==> src/rtl/run_ctrl.sv <==
// run_ctrl: run sequencer and the single dmem port arbiter for the core.
// Each run is: host preload (LOAD) -> core execution (RUN) -> halt (FINISH),
// with host readback available in IDLE and FINISH.
// Ports:
//   clk, reset (async, active-low)
//   start                         begin a run (IDLE/FINISH only)
//   ld_valid/ld_ready/ld_addr/ld_data/ld_last   host preload stream
//   rd_req/rd_addr -> rd_data/rd_valid          host readback, 1-cycle latency
//   core_clr/core_run/core_done                 core control and halt
//   core_we/core_addr/core_di/core_dout         core side of dmem
//   dm_we/dm_addr/dm_di/dm_dout                 the dmem port
//   busy/done/timeout/cycles                    run status
module run_ctrl #(
  parameter int unsigned AW      = 8,
  parameter int unsigned DW      = 8,
  parameter int unsigned CW      = 16,
  parameter int unsigned TIMEOUT = 1000
) (
  input  logic          clk,
  input  logic          reset,
  input  logic          start,
  input  logic          ld_valid,
  output logic          ld_ready,
  input  logic [AW-1:0] ld_addr,
  input  logic [DW-1:0] ld_data,
  input  logic          ld_last,
  input  logic          rd_req,
  input  logic [AW-1:0] rd_addr,
  output logic [DW-1:0] rd_data,
  output logic          rd_valid,
  output logic          core_clr,
  output logic          core_run,
  input  logic          core_done,
  input  logic          core_we,
  input  logic [AW-1:0] core_addr,
  input  logic [DW-1:0] core_di,
  output logic [DW-1:0] core_dout,
  output logic          dm_we,
  output logic [AW-1:0] dm_addr,
  output logic [DW-1:0] dm_di,
  input  logic [DW-1:0] dm_dout,
  output logic          busy,
  output logic          done,
  output logic          timeout,
  output logic [CW-1:0] cycles
);

  typedef enum logic [1:0] {S_IDLE, S_LOAD, S_RUN, S_FINISH} state_t;

  state_t        state, state_nxt;
  logic [CW-1:0] cycles_nxt, cycles_inc;
  logic          timeout_nxt;
  logic          rd_ok;
  logic          done_hit, to_hit;

  assign core_dout = dm_dout;

  // Saturating run-cycle count; the first RUN cycle is the one with cycles==0,
  // where PC=0 aliases the halt condition and core_done must be ignored.
  assign cycles_inc = (cycles == {CW{1'b1}}) ? cycles : cycles + CW'(1);
  assign done_hit   = core_done && (cycles != '0);
  assign to_hit     = (cycles_inc == CW'(TIMEOUT));

  // Next-state, status updates and state-decoded dmem mux / control outputs
  always_comb begin
    state_nxt   = state;
    cycles_nxt  = cycles;
    timeout_nxt = timeout;
    ld_ready    = 1'b0;
    core_clr    = 1'b1;
    core_run    = 1'b0;
    dm_we       = 1'b0;
    dm_addr     = '0;
    dm_di       = '0;
    busy        = 1'b0;
    done        = 1'b0;
    rd_ok       = 1'b0;
    case (state)
      S_IDLE: begin
        rd_ok = rd_req;
        if (rd_req) dm_addr = rd_addr;
        if (start) begin
          state_nxt   = S_LOAD;
          cycles_nxt  = '0;
          timeout_nxt = 1'b0;
        end
      end
      S_LOAD: begin
        ld_ready = 1'b1;
        busy     = 1'b1;
        dm_we    = ld_valid;
        dm_addr  = ld_addr;
        dm_di    = ld_data;
        if (ld_valid && ld_last) state_nxt = S_RUN;
      end
      S_RUN: begin
        core_run   = 1'b1;
        core_clr   = 1'b0;
        busy       = 1'b1;
        dm_we      = core_we;
        dm_addr    = core_addr;
        dm_di      = core_di;
        cycles_nxt = cycles_inc;
        // A real halt takes priority over a coincident timeout.
        if (done_hit) begin
          state_nxt   = S_FINISH;
          timeout_nxt = 1'b0;
        end else if (to_hit) begin
          state_nxt   = S_FINISH;
          timeout_nxt = 1'b1;
        end
      end
      S_FINISH: begin
        done  = 1'b1;
        rd_ok = rd_req;
        if (rd_req) dm_addr = rd_addr;
        if (start) begin
          state_nxt   = S_LOAD;
          cycles_nxt  = '0;
          timeout_nxt = 1'b0;
        end
      end
      default: state_nxt = S_IDLE;
    endcase
  end

  // State, status and readback registers
  always_ff @(posedge clk or negedge reset) begin
    if (!reset) begin
      state    <= S_IDLE;
      cycles   <= '0;
      timeout  <= 1'b0;
      rd_valid <= 1'b0;
      rd_data  <= '0;
    end else begin
      state    <= state_nxt;
      cycles   <= cycles_nxt;
      timeout  <= timeout_nxt;
      rd_valid <= rd_ok;
      if (rd_ok) rd_data <= dm_dout;
    end
  end

endmodule

==> config.mk <==
export PLATFORM = sky130hd
export DESIGN_NAME = run_ctrl
export DESIGN_NICKNAME = d
export VERILOG_FILES = /design/src/rtl/run_ctrl.sv
export SDC_FILE = /design/constraint.sdc
export NUM_CORES = 1
export LEC_CHECK = 0
export BUFFER_PORTS_ARGS = -buffer_cell sky130_fd_sc_hd__buf_2
export CORE_MARGIN = 1.5
export CORE_UTILIZATION = 50
export DETAILED_ROUTE_END_ITERATION = 7
export PLACE_DENSITY_LB_ADDON = 0.1
export RECOVER_POWER = 50
export SLEW_MARGIN = 20
export SYNTH_ARGS = -nofsm -noshare
export SYNTH_HDL_FRONTEND = slang
export SYNTH_SLANG_ARGS = --single-unit
==> constraint.sdc <==
create_clock -name clk -period 4.48 [get_ports clk]
set_input_delay 0 -clock clk [delete_from_list [all_inputs] [get_ports clk]]
set_output_delay 0 -clock clk [all_outputs]
set_load 0.05 [all_outputs]
==> results of run 1 <==
power groups by stage:
stage | clock, W | sequential [W] | combinational (W)
final | 0.000203 | 0.000349 | 0.00117
after global routing | 0.000217 | 0.000358 | 0.00125
after CTS | 0.000208 | 0.000347 | 0.00119
after detailed placement | 0 | 0.000351 | 0.00118
after global placement | 0 | 0.000348 | 0.00117
after floorplan | 0 | 0.000527 | 0.000767
what timing repair did:
action | 4_1_cts | 5_1_grt
buffers inserted | 0 | 0
hold buffers | 9 | 0
endpoints found under the hold margin | 36 | 0
cells by family (layout without fill, tap and decap cells):
group	count (synthesis)	in the layout
xor+xnor	1	1
simple gates	102	102
compound gates	81	81
flops	28	28
buf+inv	38	133
mux	10	10
fa+ha+maj	5	5
stage by stage:
stage / setup WS (ns) / area, sq um
floorplan: 1.472 / 2231
global placement: 1.632 / 2649
detailed placement: 1.575 / 2649
CTS: 1.522 / 2810
global route: 1.334 / 2774
finish: 1.514 / 2774
worst register-to-register path, cell delays in order, from the launching register on:
cell	delay [ns]
dfrtp_1	0.48
ha_1	0.32
and4_1	0.32
and3_2	0.27
or4b_1	0.50
a311oi_2	0.31
a31oi_1	0.18
or3_1	0.36
o2bb2ai_1	0.13
how the worst min path moves through the flow:
stage,end,from,cells past startpoint
after floorplan,cycles[0],reset,0
after CTS,timeout,core_done,4
after global routing,timeout,core_done,4
final,timeout,core_done,4
after detailed placement,cycles[2],reset,1
after global placement,cycles[2],reset,1
layout by cell type, fill, tap and decap left out, drive strengths merged, types with 3 or more instances in the layout:
cell type | synthesis | final
and3 | 6 | 6
and2 | 5 | 5
and4 | 4 | 4
o31ai | 3 | 3
ha | 5 | 5
nand3 | 6 | 6
mux2 | 9 | 9
o21ai | 27 | 27
nor4 | 5 | 5
nor3 | 9 | 9
a31oi | 5 | 5
nand4 | 4 | 4
nand2b | 3 | 3
a22oi | 18 | 18
nor2 | 21 | 21
nand2 | 29 | 29
dfrtp | 28 | 28
dlygate4sd3 | 0 | 9
o22a | 5 | 5
inv | 8 | 8
buf | 18 | 83
a21oi | 10 | 10
clkbuf | 12 | 32
flip-flops by register name (all words and copies together), names as in the netlist:
signal    cells
cycles       16
rd_valid      1
state         2
rd_data       8
timeout       1
metal layers:
layer / routed length (microns) / global-route usage / vias to the layer above
li1: - / - / 1161
met1: 2655 / 0.3419 / 1129
met2: 3048 / 0.4339 / 128
met3: 508 / 0.03634 / 6
met4: 33 / 0.05769 / 0
met5: 0 / 0 / -
area by class of cell:
| type | count | area, sq um | share of cell area |
|---|---|---|---|
| Timing Repair Buffer | 121 | 616.8 | 0.2224 |
| Tap cell | 52 | 65.06 | 0.02346 |
| Sequential cell | 28 | 700.7 | 0.2526 |
| Clock inverter | 1 | 30.03 | 0.01083 |
| Inverter | 8 | 30.03 | 0.01083 |
| Clock buffer | 3 | 41.29 | 0.01488 |
| Multi-Input combinational cell | 199 | 1290 | 0.4650 |
==> results.py, run 1 <==
metrics = {
    "finish": {
        "nets": 422,
        "drive_gt1_frac": 0.3083,
        "diodes": 0,
        "fin_util": 0.6415,
        "fillers": 416,
        "syn_to_final_growth_pct": 24.34,
        "fin_cells": 412,
    },
    "global_route": {
        "grt_max_degree": 30,
        "grt_usage": 0.2544,
        "antenna_found_initial": 0,
        "grt-ovfl-total": 0,
        "grt_first_pass_wirelength_microns": 10280,
        "grt_pass1_vias": 2198,
    },
    "power_and_ir_drop": {
        "p_switching_w": 0.001008,
        "p_leak_nw": 1.265,
        "internal_power_w": 0.0007143,
        "p_sw_frac": 0.5854,
        "clockPowerShare": 0.118,
        "seq_power_share": 0.203,
        "powerDensity_mw_per_mm2": 621.1,
        "peakVddDrop_v": 0.0003749,
        "combPwrFrac": 0.679,
        "power.total_w": 0.001723,
    },
    "min_path": {
        "min_path_type": "in2reg",
    },
    "logic_synthesis": {
        "synth.distinct_cells": 54,
        "syn_nets": 326,
        "postSynthCellCount": 265,
        "synth_top_area_share": 0.3141,
        "synth_top_family_by_area": "simple AND/OR/NAND/NOR gates",
        "synth_edf_count": 0,
        "synthArstFlopShare": 1.000,
        "synth_compound_area_frac": 0.2384,
        "synth_warnings": 0,
        "yosysSeqAreaShare": 0.3141,
        "ys_ff_latch": 28,
        "synth_area_sq_mm": 0.002231,
        "yosys.area_share.simple": 0.2580,
        "synth.top_cells.by_count": "29 x nand2_1, 28 x dfrtp_1, 26 x o21ai_0, 21 x nor2_1, 18 x a22oi_1",
        "syn_avg_cell_area_sq_um": 8.418,
        "yosysTopAreaCell": "dfrtp_1",
        "synthMuxAreaShare": 0.04992,
        "ys.flop_type": "dfrtp_1",
        "yosysMostFrequentCell": "nand2_1",
        "synthAdderAreaFrac": 0.02804,
        "synth_area_leaders": "dfrtp_1 31%, a22oi_1 6.1%, o21ai_0 5.8%, nand2_1 4.9%, mux2_2 4.5%",
        "synth-xor-area-share": 0.003926,
    },
    "placed_design": {
        "dp_hpwl_microns": 4452,
        "dp.cells": 399,
        "numPortBuffers": 111,
        "routabilityCongestion": 0.8636,
    },
    "setup_path": {
        "cp-start-kind": "flip-flop",
        "regToRegStartpoint": "cycles[0]",
        "crit_family": "simple AND/OR/NAND/NOR gates",
        "cpPeakStageDelay_ns": 0.50,
        "regToRegSetupSlack_ns": 1.51,
        "path_cells": "ha_1 > and4_1 > and3_2 > or4b_1 > a311oi_2 > a31oi_1 > or3_1 > o2bb2ai_1",
        "startpoint": "cycles[0]",
        "criticalPathCategory": "reg2reg",
        "cp.depth": 8,
        "cpMaxStageDelayCell": "or4b_1",
        "cp.arrival_ns": 3.14,
        "endpoint_kind": "flip-flop",
        "crit_end": "timeout",
        "ff2ff_path_depth": 8,
        "path_buf_inv": 0,
        "reg2reg_to": "timeout",
        "worstPathRequired_ns": 4.66,
        "cp_max_fo": 8,
    },
    "clock_network": {
        "clkTransAtPathRegs_ns": 0.10,
        "tritoncts": "done",
        "clockBufferDepth": 2,
        "clock_sinks": 28,
        "clk_latency_ns": 0.28,
        "root_buffer": "clkbuf_8",
        "htree_levels": 1,
        "ctsResizeCount": 0,
        "cts_buffers": 3,
    },
    "flow_run": {
        "maxCapViolCount": 1,
    },
    "timing": {
        "finalSetupViolCount": 0,
        "post-route-period-util": 0.6619,
        "rsz0062_at_grt": "no",
        "drv_slew": 29,
        "max_slew_margin": -0.01951,
        "min_period_ns": 2.966,
        "clock.fmax_ghz": 0.3372,
        "setup_tns_ns": 0,
        "hold_viol": 0,
        "whs_ns": 0.01604,
        "worstMarginPinSlew_ns": 1.529,
        "skew_ns": 0.002665,
    },
    "routing": {
        "first_pass_iters": 5,
        "drt-total-wl_microns": 6246,
        "routedWlPerCell_microns": 15.16,
        "drtIter0Drc": 201,
        "route.antenna.remaining_nets": 0,
        "via_per_inst": 5.883,
        "drc": 0,
        "num_vias": 2424,
    },
    "die": {
        "ios": 112,
        "row_count": 24,
        "die-width_microns": 69.80,
        "die_area_sq_mm": 0.004871,
        "fp.dieH_microns": 69.80,
        "start_util": 0.5159,
        "core_sq_mm": 0.004324,
    },
    "status": {
        "status": "complete, but fails checks",
        "violations": "capacitance limit, slew limit",
    },
}
(Power assumes the default switching activity.)
==> run 2: changes to the inputs <==
--- a/config.mk
+++ b/config.mk
@@ -7,7 +7,7 @@
 export LEC_CHECK = 0
 export BUFFER_PORTS_ARGS = -buffer_cell sky130_fd_sc_hd__buf_2
 export CORE_MARGIN = 1.5
-export CORE_UTILIZATION = 50
+export CORE_UTILIZATION = 42
 export DETAILED_ROUTE_END_ITERATION = 7
 export PLACE_DENSITY_LB_ADDON = 0.1
 export RECOVER_POWER = 50
==> constraint.sdc (replaced) <==
create_clock -name clk -period 2.52 [get_ports clk]
set_input_delay 0 -clock clk [delete_from_list [all_inputs] [get_ports clk]]
set_output_delay 0 -clock clk [all_outputs]
set_load 0.05 [all_outputs]
==> results.py, run 2 (synthesized netlist as in run 1, its figures left out) <==
metrics = {
    "die": {
        "start_util": 0.4368,
        "row_count": 26,
        "die-width_microns": 75.88,
        "core_sq_mm": 0.005107,
        "ios": 112,
        "die_area_sq_mm": 0.005758,
        "fp.dieH_microns": 75.88,
    },
    "timing": {
        "hold_viol": 0,
        "post-route-period-util": 0.9895,
        "worst_slack_ns": 0.02656,
        "rsz0062_at_grt": "yes",
        "clock.fmax_ghz": 0.4011,
        "min_period_ns": 2.493,
        "setup_tns_ns": 0,
        "drv_slew": 29,
        "max_slew_margin": -0.04324,
        "finalSetupViolCount": 0,
        "worstMarginPinSlew_ns": 1.565,
        "whs_ns": 0.04284,
        "skew_ns": 0.004759,
    },
    "finish": {
        "fin_cells": 452,
        "nets": 444,
        "fin_util": 0.5867,
        "largest_reg_flops": 16,
        "drive_gt1_frac": 0.3848,
        "largest_registers": "cycles (16), rd_data (8), state (2)",
        "diodes": 0,
        "syn_to_final_growth_pct": 34.32,
        "final_common_cell": "buf_2",
        "mostFrequentLayoutCells": "84 x buf_2, 29 x nand2_1, 27 x clkbuf_1, 22 x buf_4, 21 x nor2_1",
        "top_register": "cycles",
    },
    "clock_network": {
        "root_buffer": "clkbuf_8",
        "clkTransAtPathRegs_ns": 0.10,
        "clock_sinks": 28,
        "tritoncts": "done",
        "htree_levels": 1,
        "post_cts_buffers": 0,
        "clk_latency_ns": 0.28,
        "cts_buffers": 3,
        "clockBufferDepth": 2,
    },
    "status": {
        "violations": "capacitance limit, slew limit",
        "status": "complete, but fails checks",
    },
    "setup_path": {
        "cp_max_fo": 8,
        "crit_family": "simple AND/OR/NAND/NOR gates",
        "cp-start-kind": "flip-flop",
        "worstPathRequired_ns": 2.70,
        "cpMaxStageDelayCell": "or4b_4",
        "path_buf_inv": 0,
        "cp.arrival_ns": 2.68,
        "endpoint_kind": "flip-flop",
        "cpPeakStageDelay_ns": 0.48,
        "criticalPathCategory": "reg2reg",
        "path_cells": "ha_4 > and4_1 > and3_2 > or4b_4 > a311oi_2 > a31oi_1 > or3_1 > o2bb2ai_1",
    },
    "routing": {
        "via_per_inst": 5.491,
        "num_vias": 2482,
        "drt-total-wl_microns": 6757,
        "drtIter0Drc": 157,
        "routedWlPerCell_microns": 14.95,
        "first_pass_iters": 5,
        "route.antenna.remaining_nets": 0,
        "drc": 0,
    },
    "flow_run": {
        "maxCapViolCount": 1,
    },
    "global_route": {
        "grt_max_degree": 30,
        "grt_pass1_vias": 2218,
        "grt-ovfl-total": 0,
        "antenna_found_initial": 0,
        "grt_first_pass_wirelength_microns": 10230,
        "grt_usage": 0.2315,
    },
    "power_and_ir_drop": {
        "peakVddDrop_v": 0.0007312,
        "powerDensity_mw_per_mm2": 1047,
        "p_leak_nw": 1.366,
    },
    "placed_design": {
        "dp_hpwl_microns": 4968,
        "dp_slack_ns": 0.06795,
        "dp.cells": 438,
        "routabilityCongestion": 0.9441,
        "numPortBuffers": 111,
    },
    "min_path": {
        "min_path_type": "in2reg",
    },
}
-- run 2: report_power, final --
group	switching, W	leakage, nW	internal [W]
clock network	0.000155	0.0357	0.000213
registers	0.0000662	0.344	0.000555
logic	0.00160	0.986	0.000548
total	0.00182	1.37	0.00132
-- run 2: per-layer routing --
metal	wire [microns]	up-vias	GRT usage
li1	-	1211	-
met1	2858	1137	0.3132
met2	3306	124	0.3855
met3	504	10	0.02778
met4	87	0	0.07143
met5	0	-	0
-- run 2: per-stage QoR --
step | power [W] | cell area (sq um)
detailed placement | 0.002785 | 2855
floorplan | 0.002318 | 2257
global route | 0.003344 | 2997
global placement | 0.002776 | 2855
finish | 0.003138 | 2997
CTS | 0.003170 | 3027
-- run 2: worst paths after layout --
check	slack, ns	cells past startpoint	endpoint	from
max in group asynchronous	0.87	2	cycles[0]	reset
worst min register to register	0.52	1	rd_data[4]	rd_data[4]
worst min-delay path	0.04	4	state[1]	start
min in group asynchronous	0.63	2	cycles[4]	reset
worst max-delay path	0.03	8	timeout	cycles[1]
worst max register to register	0.03	8	timeout	cycles[1]
-- run 2: worst reg2reg max path, cell delays in order, from the launching register on --
cell	delay, ns
dfrtp_2	0.44
ha_4	0.19
and4_1	0.20
and3_2	0.21
or4b_4	0.48
a311oi_2	0.24
a31oi_1	0.15
or3_1	0.35
o2bb2ai_1	0.13
-- run 2: area by class of cell --
class | count | area (sq um)
repair buffers | 143 | 787.0
clock buffers | 3 | 41.29
fillers | 486 | 2111
inverters | 8 | 30.03
clock inverters | 1 | 30.03
multi-input cells | 199 | 1306
flip-flops and latches | 28 | 714.4
well taps | 70 | 87.58
-- run 2: repair_timing --
action / CTS / global route
endpoints found under the hold margin: 37 / 0
endpoints found under the setup margin: 0 / 2
resized for setup: 0 / 2
hold buffers: 10 / 0
